$ cat src/rtl/spi_if.sv
// ---------------------------------------------------------------------------
// spi_if -- bundle of the request, serial and status signals of spi_master.
//
// Signals:
//   start    : request a frame (sampled by the master only while idle)
//   cmd[1:0] : frame command (00 wr addr, 01 wr data, 10 rd addr, 11 rd data)
//   din[7:0] : frame payload (address or data)
//   MISO     : serial data from slave
//   SS_n     : active-low slave select
//   MOSI     : serial data to slave
//   busy     : high while a frame is in progress
//   done     : one-cycle pulse at frame end
//   rd_data  : byte received on the last read-data frame
//   rd_valid : one-cycle pulse, rd_data updated
//   err      : one-cycle pulse, request rejected
//
// Modports: master (the SPI master block), slave (the requester / bench side).
// ---------------------------------------------------------------------------
interface spi_if;
    logic       start;
    logic [1:0] cmd;
    logic [7:0] din;
    logic       MISO;
    logic       SS_n;
    logic       MOSI;
    logic       busy;
    logic       done;
    logic [7:0] rd_data;
    logic       rd_valid;
    logic       err;

    modport master (
        input  start, cmd, din, MISO,
        output SS_n, MOSI, busy, done, rd_data, rd_valid, err
    );

    modport slave (
        output start, cmd, din, MISO,
        input  SS_n, MOSI, busy, done, rd_data, rd_valid, err
    );
endinterface

$ cat src/rtl/spi_master.sv
// ---------------------------------------------------------------------------
// spi_master -- frame-level SPI master.
//
// A frame is: select, one path-select bit (cmd[1]), the 10-bit word
// {cmd,din} MSB first, then either end of frame or, for read-data frames,
// MISO_DLY idle cycles followed by 8 MISO samples (MSB first).
//
// Parameters:
//   MISO_DLY : idle cycles between last MOSI bit and first MISO sample (1..7)
//
// Ports:
//   clk : system clock, rising edge
//   rst : asynchronous active-high reset
//   bus : spi_if.master (start/cmd/din/MISO in; SS_n/MOSI/busy/done/
//         rd_data/rd_valid/err out). All outputs are registered.
//
// Optional feature (macro SPI_MASTER_RDADDR_CHECK_EN):
//   When defined, a read-data request (cmd 11) is rejected with an err pulse
//   unless a read-address frame (cmd 10) has completed since the last reset
//   or the last completed read-data frame. When undefined, err is always 0.
// ---------------------------------------------------------------------------
module spi_master #(
    parameter int MISO_DLY = 2
) (
    input  logic  clk,
    input  logic  rst,
    spi_if.master bus
);

    typedef enum logic [2:0] {IDLE, SEL, CMD, SHIFT, WAIT, RECV, END} state_t;

    state_t     state_q, state_d;
    logic [1:0] cmd_q, cmd_d;
    logic [7:0] din_q, din_d;
    logic [3:0] bit_cnt_q, bit_cnt_d;
    logic [2:0] wait_cnt_q, wait_cnt_d;
    logic [7:0] shift_q, shift_d;

    // Output registers; their _d values describe the cycle after the edge.
    logic       ss_n_q, ss_n_d;
    logic       mosi_q, mosi_d;
    logic       busy_q, busy_d;
    logic       done_q, done_d;
    logic [7:0] rd_data_q, rd_data_d;
    logic       rd_valid_q, rd_valid_d;
    logic       err_q, err_d;

    logic [9:0] word;
    logic       reject;

    assign word = {cmd_q, din_q};

`ifdef SPI_MASTER_RDADDR_CHECK_EN
    logic rd_addr_sent_q;

    // Set by a completed read-address frame, consumed by a completed
    // read-data frame; both events are seen in the END cycle.
    always_ff @(posedge clk or posedge rst) begin
        if (rst) begin
            rd_addr_sent_q <= 1'b0;
        end else if (state_q == END && cmd_q == 2'b10) begin
            rd_addr_sent_q <= 1'b1;
        end else if (state_q == END && cmd_q == 2'b11) begin
            rd_addr_sent_q <= 1'b0;
        end
    end

    assign reject = (bus.cmd == 2'b11) && !rd_addr_sent_q;
`else
    assign reject = 1'b0;
`endif

    // NOTE: every signal written here gets a default first, so no path can
    // leave one unassigned and infer a latch.
    always_comb begin
        state_d    = state_q;
        cmd_d      = cmd_q;
        din_d      = din_q;
        bit_cnt_d  = bit_cnt_q;
        wait_cnt_d = wait_cnt_q;
        shift_d    = shift_q;
        rd_data_d  = rd_data_q;
        ss_n_d     = 1'b1;
        mosi_d     = 1'b0;
        busy_d     = 1'b0;
        done_d     = 1'b0;
        rd_valid_d = 1'b0;
        err_d      = 1'b0;

        case (state_q)
            IDLE: begin
                if (bus.start) begin
                    if (reject) begin
                        err_d = 1'b1;
                    end else begin
                        cmd_d   = bus.cmd;
                        din_d   = bus.din;
                        state_d = SEL;
                        ss_n_d  = 1'b0;
                        busy_d  = 1'b1;
                    end
                end
            end
            SEL: begin
                state_d = CMD;
                ss_n_d  = 1'b0;
                busy_d  = 1'b1;
                mosi_d  = cmd_q[1];
            end
            CMD: begin
                state_d   = SHIFT;
                ss_n_d    = 1'b0;
                busy_d    = 1'b1;
                bit_cnt_d = 4'd9;
                mosi_d    = word[9];
            end
            SHIFT: begin
                busy_d = 1'b1;
                if (bit_cnt_q == 4'd0) begin
                    if (cmd_q == 2'b11) begin
                        state_d    = WAIT;
                        ss_n_d     = 1'b0;
                        wait_cnt_d = 3'(MISO_DLY - 1);
                    end else begin
                        state_d = END;
                        done_d  = 1'b1;
                    end
                end else begin
                    ss_n_d    = 1'b0;
                    bit_cnt_d = bit_cnt_q - 4'd1;
                    mosi_d    = word[bit_cnt_q - 4'd1];
                end
            end
            WAIT: begin
                ss_n_d = 1'b0;
                busy_d = 1'b1;
                if (wait_cnt_q == 3'd0) begin
                    state_d   = RECV;
                    bit_cnt_d = 4'd7;
                end else begin
                    wait_cnt_d = wait_cnt_q - 3'd1;
                end
            end
            RECV: begin
                busy_d  = 1'b1;
                shift_d = {shift_q[6:0], bus.MISO};
                if (bit_cnt_q == 4'd0) begin
                    // Last sample goes straight into rd_data so it is valid
                    // in the END cycle together with done/rd_valid.
                    state_d    = END;
                    done_d     = 1'b1;
                    rd_valid_d = 1'b1;
                    rd_data_d  = {shift_q[6:0], bus.MISO};
                end else begin
                    ss_n_d    = 1'b0;
                    bit_cnt_d = bit_cnt_q - 4'd1;
                end
            end
            END: begin
                state_d = IDLE;
            end
            default: begin
                state_d = IDLE;
            end
        endcase
    end

    // NOTE: sequential state uses non-blocking assignments so every register
    // samples the pre-edge values, independent of statement order.
    always_ff @(posedge clk or posedge rst) begin
        if (rst) begin
            state_q    <= IDLE;
            cmd_q      <= 2'b00;
            din_q      <= 8'h00;
            bit_cnt_q  <= 4'd0;
            wait_cnt_q <= 3'd0;
            shift_q    <= 8'h00;
            ss_n_q     <= 1'b1;
            mosi_q     <= 1'b0;
            busy_q     <= 1'b0;
            done_q     <= 1'b0;
            rd_data_q  <= 8'h00;
            rd_valid_q <= 1'b0;
            err_q      <= 1'b0;
        end else begin
            state_q    <= state_d;
            cmd_q      <= cmd_d;
            din_q      <= din_d;
            bit_cnt_q  <= bit_cnt_d;
            wait_cnt_q <= wait_cnt_d;
            shift_q    <= shift_d;
            ss_n_q     <= ss_n_d;
            mosi_q     <= mosi_d;
            busy_q     <= busy_d;
            done_q     <= done_d;
            rd_data_q  <= rd_data_d;
            rd_valid_q <= rd_valid_d;
            err_q      <= err_d;
        end
    end

    assign bus.SS_n     = ss_n_q;
    assign bus.MOSI     = mosi_q;
    assign bus.busy     = busy_q;
    assign bus.done     = done_q;
    assign bus.rd_data  = rd_data_q;
    assign bus.rd_valid = rd_valid_q;
    assign bus.err      = err_q;

endmodule

$ cat src/flat_wrapper.sv
// flat-port wrapper written by rule: the top's interface ports become plain ports
module spi_master_flat 
#(
    parameter int MISO_DLY = 2
)
  (clk, rst, bus_start, bus_cmd, bus_din, bus_MISO, bus_SS_n, bus_MOSI, bus_busy, bus_done, bus_rd_data, bus_rd_valid, bus_err);
  spi_if bus_i ();
  input  logic clk;
  input  logic rst;
  input wire logic [$bits(bus_i.start)-1:0] bus_start;
  input wire logic [$bits(bus_i.cmd)-1:0] bus_cmd;
  input wire logic [$bits(bus_i.din)-1:0] bus_din;
  input wire logic [$bits(bus_i.MISO)-1:0] bus_MISO;
  output wire logic [$bits(bus_i.SS_n)-1:0] bus_SS_n;
  output wire logic [$bits(bus_i.MOSI)-1:0] bus_MOSI;
  output wire logic [$bits(bus_i.busy)-1:0] bus_busy;
  output wire logic [$bits(bus_i.done)-1:0] bus_done;
  output wire logic [$bits(bus_i.rd_data)-1:0] bus_rd_data;
  output wire logic [$bits(bus_i.rd_valid)-1:0] bus_rd_valid;
  output wire logic [$bits(bus_i.err)-1:0] bus_err;
  assign bus_i.start = bus_start;
  assign bus_i.cmd = bus_cmd;
  assign bus_i.din = bus_din;
  assign bus_i.MISO = bus_MISO;
  assign bus_SS_n = bus_i.SS_n;
  assign bus_MOSI = bus_i.MOSI;
  assign bus_busy = bus_i.busy;
  assign bus_done = bus_i.done;
  assign bus_rd_data = bus_i.rd_data;
  assign bus_rd_valid = bus_i.rd_valid;
  assign bus_err = bus_i.err;
  spi_master #(.MISO_DLY(MISO_DLY)) u_core (.clk(clk), .rst(rst), .bus(bus_i));
endmodule
$ cat config.mk
export PLATFORM = sky130hd
export DESIGN_NAME = spi_master_flat
export DESIGN_NICKNAME = d
export VERILOG_FILES = /design/src/rtl/spi_if.sv /design/src/rtl/spi_master.sv /design/src/flat_wrapper.sv
export SDC_FILE = /design/constraint.sdc
export NUM_CORES = 1
export LEC_CHECK = 0
export CORE_ASPECT_RATIO = 1.4
export CORE_MARGIN = 3
export CORE_UTILIZATION = 60
export CTS_BUF_LIST = sky130_fd_sc_hd__clkbuf_2
export DETAILED_ROUTE_END_ITERATION = 8
export PLACE_DENSITY = 0.9
export SYNTH_ARGS = -nofsm -noshare
export SYNTH_HDL_FRONTEND = slang
export SYNTH_SLANG_ARGS = --single-unit
$ cat constraint.sdc
create_clock -name clk -period 5.6 [get_ports clk]
set_clock_uncertainty 0.1 [all_clocks]
set_input_delay 1.68 -clock clk [delete_from_list [all_inputs] [get_ports clk]]
set_output_delay 1.68 -clock clk [all_outputs]
set_load 0.02 [all_outputs]
==> results.sh <==
export IMPL_initial_utilization=0.647
export IMPL_io_pins=28
export IMPL_syn_avg_cell_area_um2=12.5
export IMPL_final_cell_mix="dfrtp_1 (39), mux2_2 (26), clkdlybuf4s50_1 (26)"
export IMPL_io_buffer_count=26
export IMPL_grt_pass1_wl_um=5640
export IMPL_grt_max_degree=41
export IMPL_fp_dieH_um=72.6
export IMPL_grt_usage=0.204
export IMPL_maxCapViolCount=0
export IMPL_cts_root_buf="clkbuf_2"
export IMPL_drc=0
export IMPL_arrival_ns=3.52
export IMPL_worstHoldPathCells=1
export IMPL_grt_ovfl_total=0
export IMPL_detail_route_antenna_nets=0
export IMPL_outcome="finished clean"
export IMPL_clkTransAtPathRegs_ns=0.17
export IMPL_htreeDepth=2
export IMPL_fin_crit_sh=0.596
export IMPL_antenna_found_initial=0
export IMPL_routedWlPerCell_um=15.6
export IMPL_drtPass1Iterations=4
export IMPL_cts_resized=0
export IMPL_rsz0062_at_grt="false"
export IMPL_core_area_um2=2940
export IMPL_ys_warn_count=0
export IMPL_path_delay_family="simple AND/OR/NAND/NOR gates"
export IMPL_drv_slew=0
export IMPL_ir_drop_uv=338
export IMPL_clk_path_buf_depth=2
export IMPL_die_area_um2=3880
export IMPL_final_nets=195
export IMPL_path_cells="clkdlybuf4s50_1, nor4b_2, mux2_2"
export IMPL_drive_gt1_frac=0.246
export IMPL_syn_nets=169
export IMPL_p_per_area_nw_per_um2=438
export IMPL_syn_area_um2=1900
export IMPL_area_growth_synth_to_final_pct=16.8
export IMPL_leakage_nw=1.00
export IMPL_hp_class="flop to flop"
export IMPL_report_final_setup_viol=0
export IMPL_rows=23
export IMPL_critPathBufInv=1
export IMPL_ys_seq_area_frac=0.528
export IMPL_syn_inst=152
export IMPL_vias_per_cell=5.87
export IMPL_dr_total_vias=1267
export IMPL_finalSetupTns_ns=0
export IMPL_hold_buffers=0
export IMPL_multiInputGateArea_um2=828
export IMPL_drt_iter0_drc=30
export IMPL_timing_fmax_mhz=300
export IMPL_worstSetupPathDepth=3
export IMPL_endpoint_kind="flop"
export IMPL_synth_distinct_cells=38
export IMPL_dpl_cell_area_um2=2170
export IMPL_numCtsBuffers=5
export IMPL_clock_latency_ns=0.39
export IMPL_layout_commonest_cell="dfrtp_1"
export IMPL_grt_pass1_vias=1226
export IMPL_crit_type="input port to flop"
export IMPL_startpoint_type="input port"
export IMPL_worstRegToRegCells=5
export IMPL_diodes=0
export IMPL_nFillCells=205
export IMPL_cts_sink_count=40
export IMPL_relSlewSlack=0.288
export IMPL_hold_viol=0
export IMPL_hold_worst_slack_ns=0.436
export IMPL_final_area_um2=2220
export IMPL_place_gp_congestion=0.853
export IMPL_synth_seq_cells=40
export IMPL_seq_area_um2=1000
export IMPL_tightest_slew_ns=1.07
export IMPL_place_hpwl_um=2500
export IMPL_period_needed_ns=3.34
export IMPL_wl_um=3380
export IMPL_cp_max_fo=10
export IMPL_critPathMaxStageDelay_ns=0.88
export IMPL_cp_slowest_cell="nor4b_2"
export IMPL_post_cts_setup_buffer_count=0
export IMPL_cts_tree="built"
export IMPL_die_w_um=53.5
export IMPL_required_ns=5.78
## stage by stage
stage	util	power [mW]	cells	setup WS [ns]
floorplan	-	0.765	152	2.90
global placement	0.741	0.832	208	1.97
detailed placement	0.741	0.853	208	1.84
CTS	0.755	0.976	216	2.26
global route	0.755	1.04	216	2.21
finish	0.755	0.971	216	2.26
## per-layer routing
layer  global-route usage  wire, µm
met1                0.242      1280
met5                    0         0
met2                0.337      1850
met3               0.0595       179
met4               0.0881        70
## flip-flops by register name (all words and copies together) (netlist names)
signal               cells
u_core.bus.rd_data       8
u_core.din_q             8
u_core.shift_q           7
u_core.bit_cnt_q         4
u_core.state_q           3
u_core.wait_cnt_q        3
u_core.cmd_q             2
u_core.bus.MOSI          1
u_core.bus.SS_n          1
u_core.bus.busy          1
u_core.bus.done          1
u_core.bus.rd_valid      1
## kinds of logic (layout without fill, tap and decap cells)
logic type,Yosys count,after routing,synth area share
AOI/OAI and AO/OA,21,21,0.0910
DFF,40,40,0.528
adders and majority gates,3,3,0.0198
other,1,1,0.00198
and+or+nand+nor,34,34,0.0969
xor gates and xnor gates,5,5,0.0231
muxes,32,32,0.200
buffers and inverters,16,43,0.0389
## path summary, 6_finish.rpt
check,to,slack [ns],start
worst max-delay path,u_core.din_q[7],2.26,bus_start
worst min-delay path,u_core.din_q[6],0.44,u_core.din_q[6]
worst max register to register,u_core.bus.rd_data[3],3.22,u_core.bit_cnt_q[0]
worst min register to register,u_core.din_q[6],0.44,u_core.din_q[6]
max in group asynchronous,u_core.bus.SS_n,3.46,rst
min in group asynchronous,u_core.bus.rd_data[4],1.58,rst
## report_power, final
part           total [mW]  leakage, nW  internal, mW  switching (mW)
Clock               0.122       0.0290        0.0318          0.0904
Combinational       0.390        0.467         0.207           0.183
Sequential          0.459        0.504         0.370          0.0892
## cell type report
type / count / share of cell area
Multi-Input combinational cell: 96 / 0.374
Sequential cell: 40 / 0.452
Timing Repair Buffer: 27 / 0.121
Clock buffer: 6 / 0.0135
Tap cell: 37 / 0.0209
Clock inverter: 2 / 0.00564
Inverter: 8 / 0.0135
## Yosys cell counts
cell      count  area share
nand3_1       3      0.0079
nand4_1       1      0.0033
a21oi_1       7       0.018
xnor2_1       4       0.018
nor3b_1       3       0.012
nor4_1        2      0.0066
nor3_1        4       0.011
o31ai_1       2      0.0079
o21a_1        1      0.0040
nor2_1        6       0.012
a41o_1        2       0.011
buf_4         1      0.0040
mux2i_1       2       0.011
nand3b_1      1      0.0040
xor2_1        1      0.0046
mux2_2       26        0.15
a221oi_1      1      0.0046
buf_6         1      0.0059
o32a_4        1       0.012
nor4b_1       1      0.0046
dfrtp_1      39        0.51
nand2b_1      3      0.0099
o21ai_0       3      0.0079
inv_1         8       0.016
a21o_1        1      0.0040
nor2b_1       1      0.0033
conb_1        1      0.0020
a211oi_1      2      0.0079
mux4_2        1       0.012
buf_2         2      0.0053
nand2_1       7       0.014
and2_1        1      0.0033
o221ai_4      1       0.014
clkbuf_1      4      0.0079
mux2_4        3       0.024
dfstp_2       1       0.014
or3b_4        1      0.0059
ha_1          3       0.020
No activity file was read; power rests on OpenSTA's default activity.
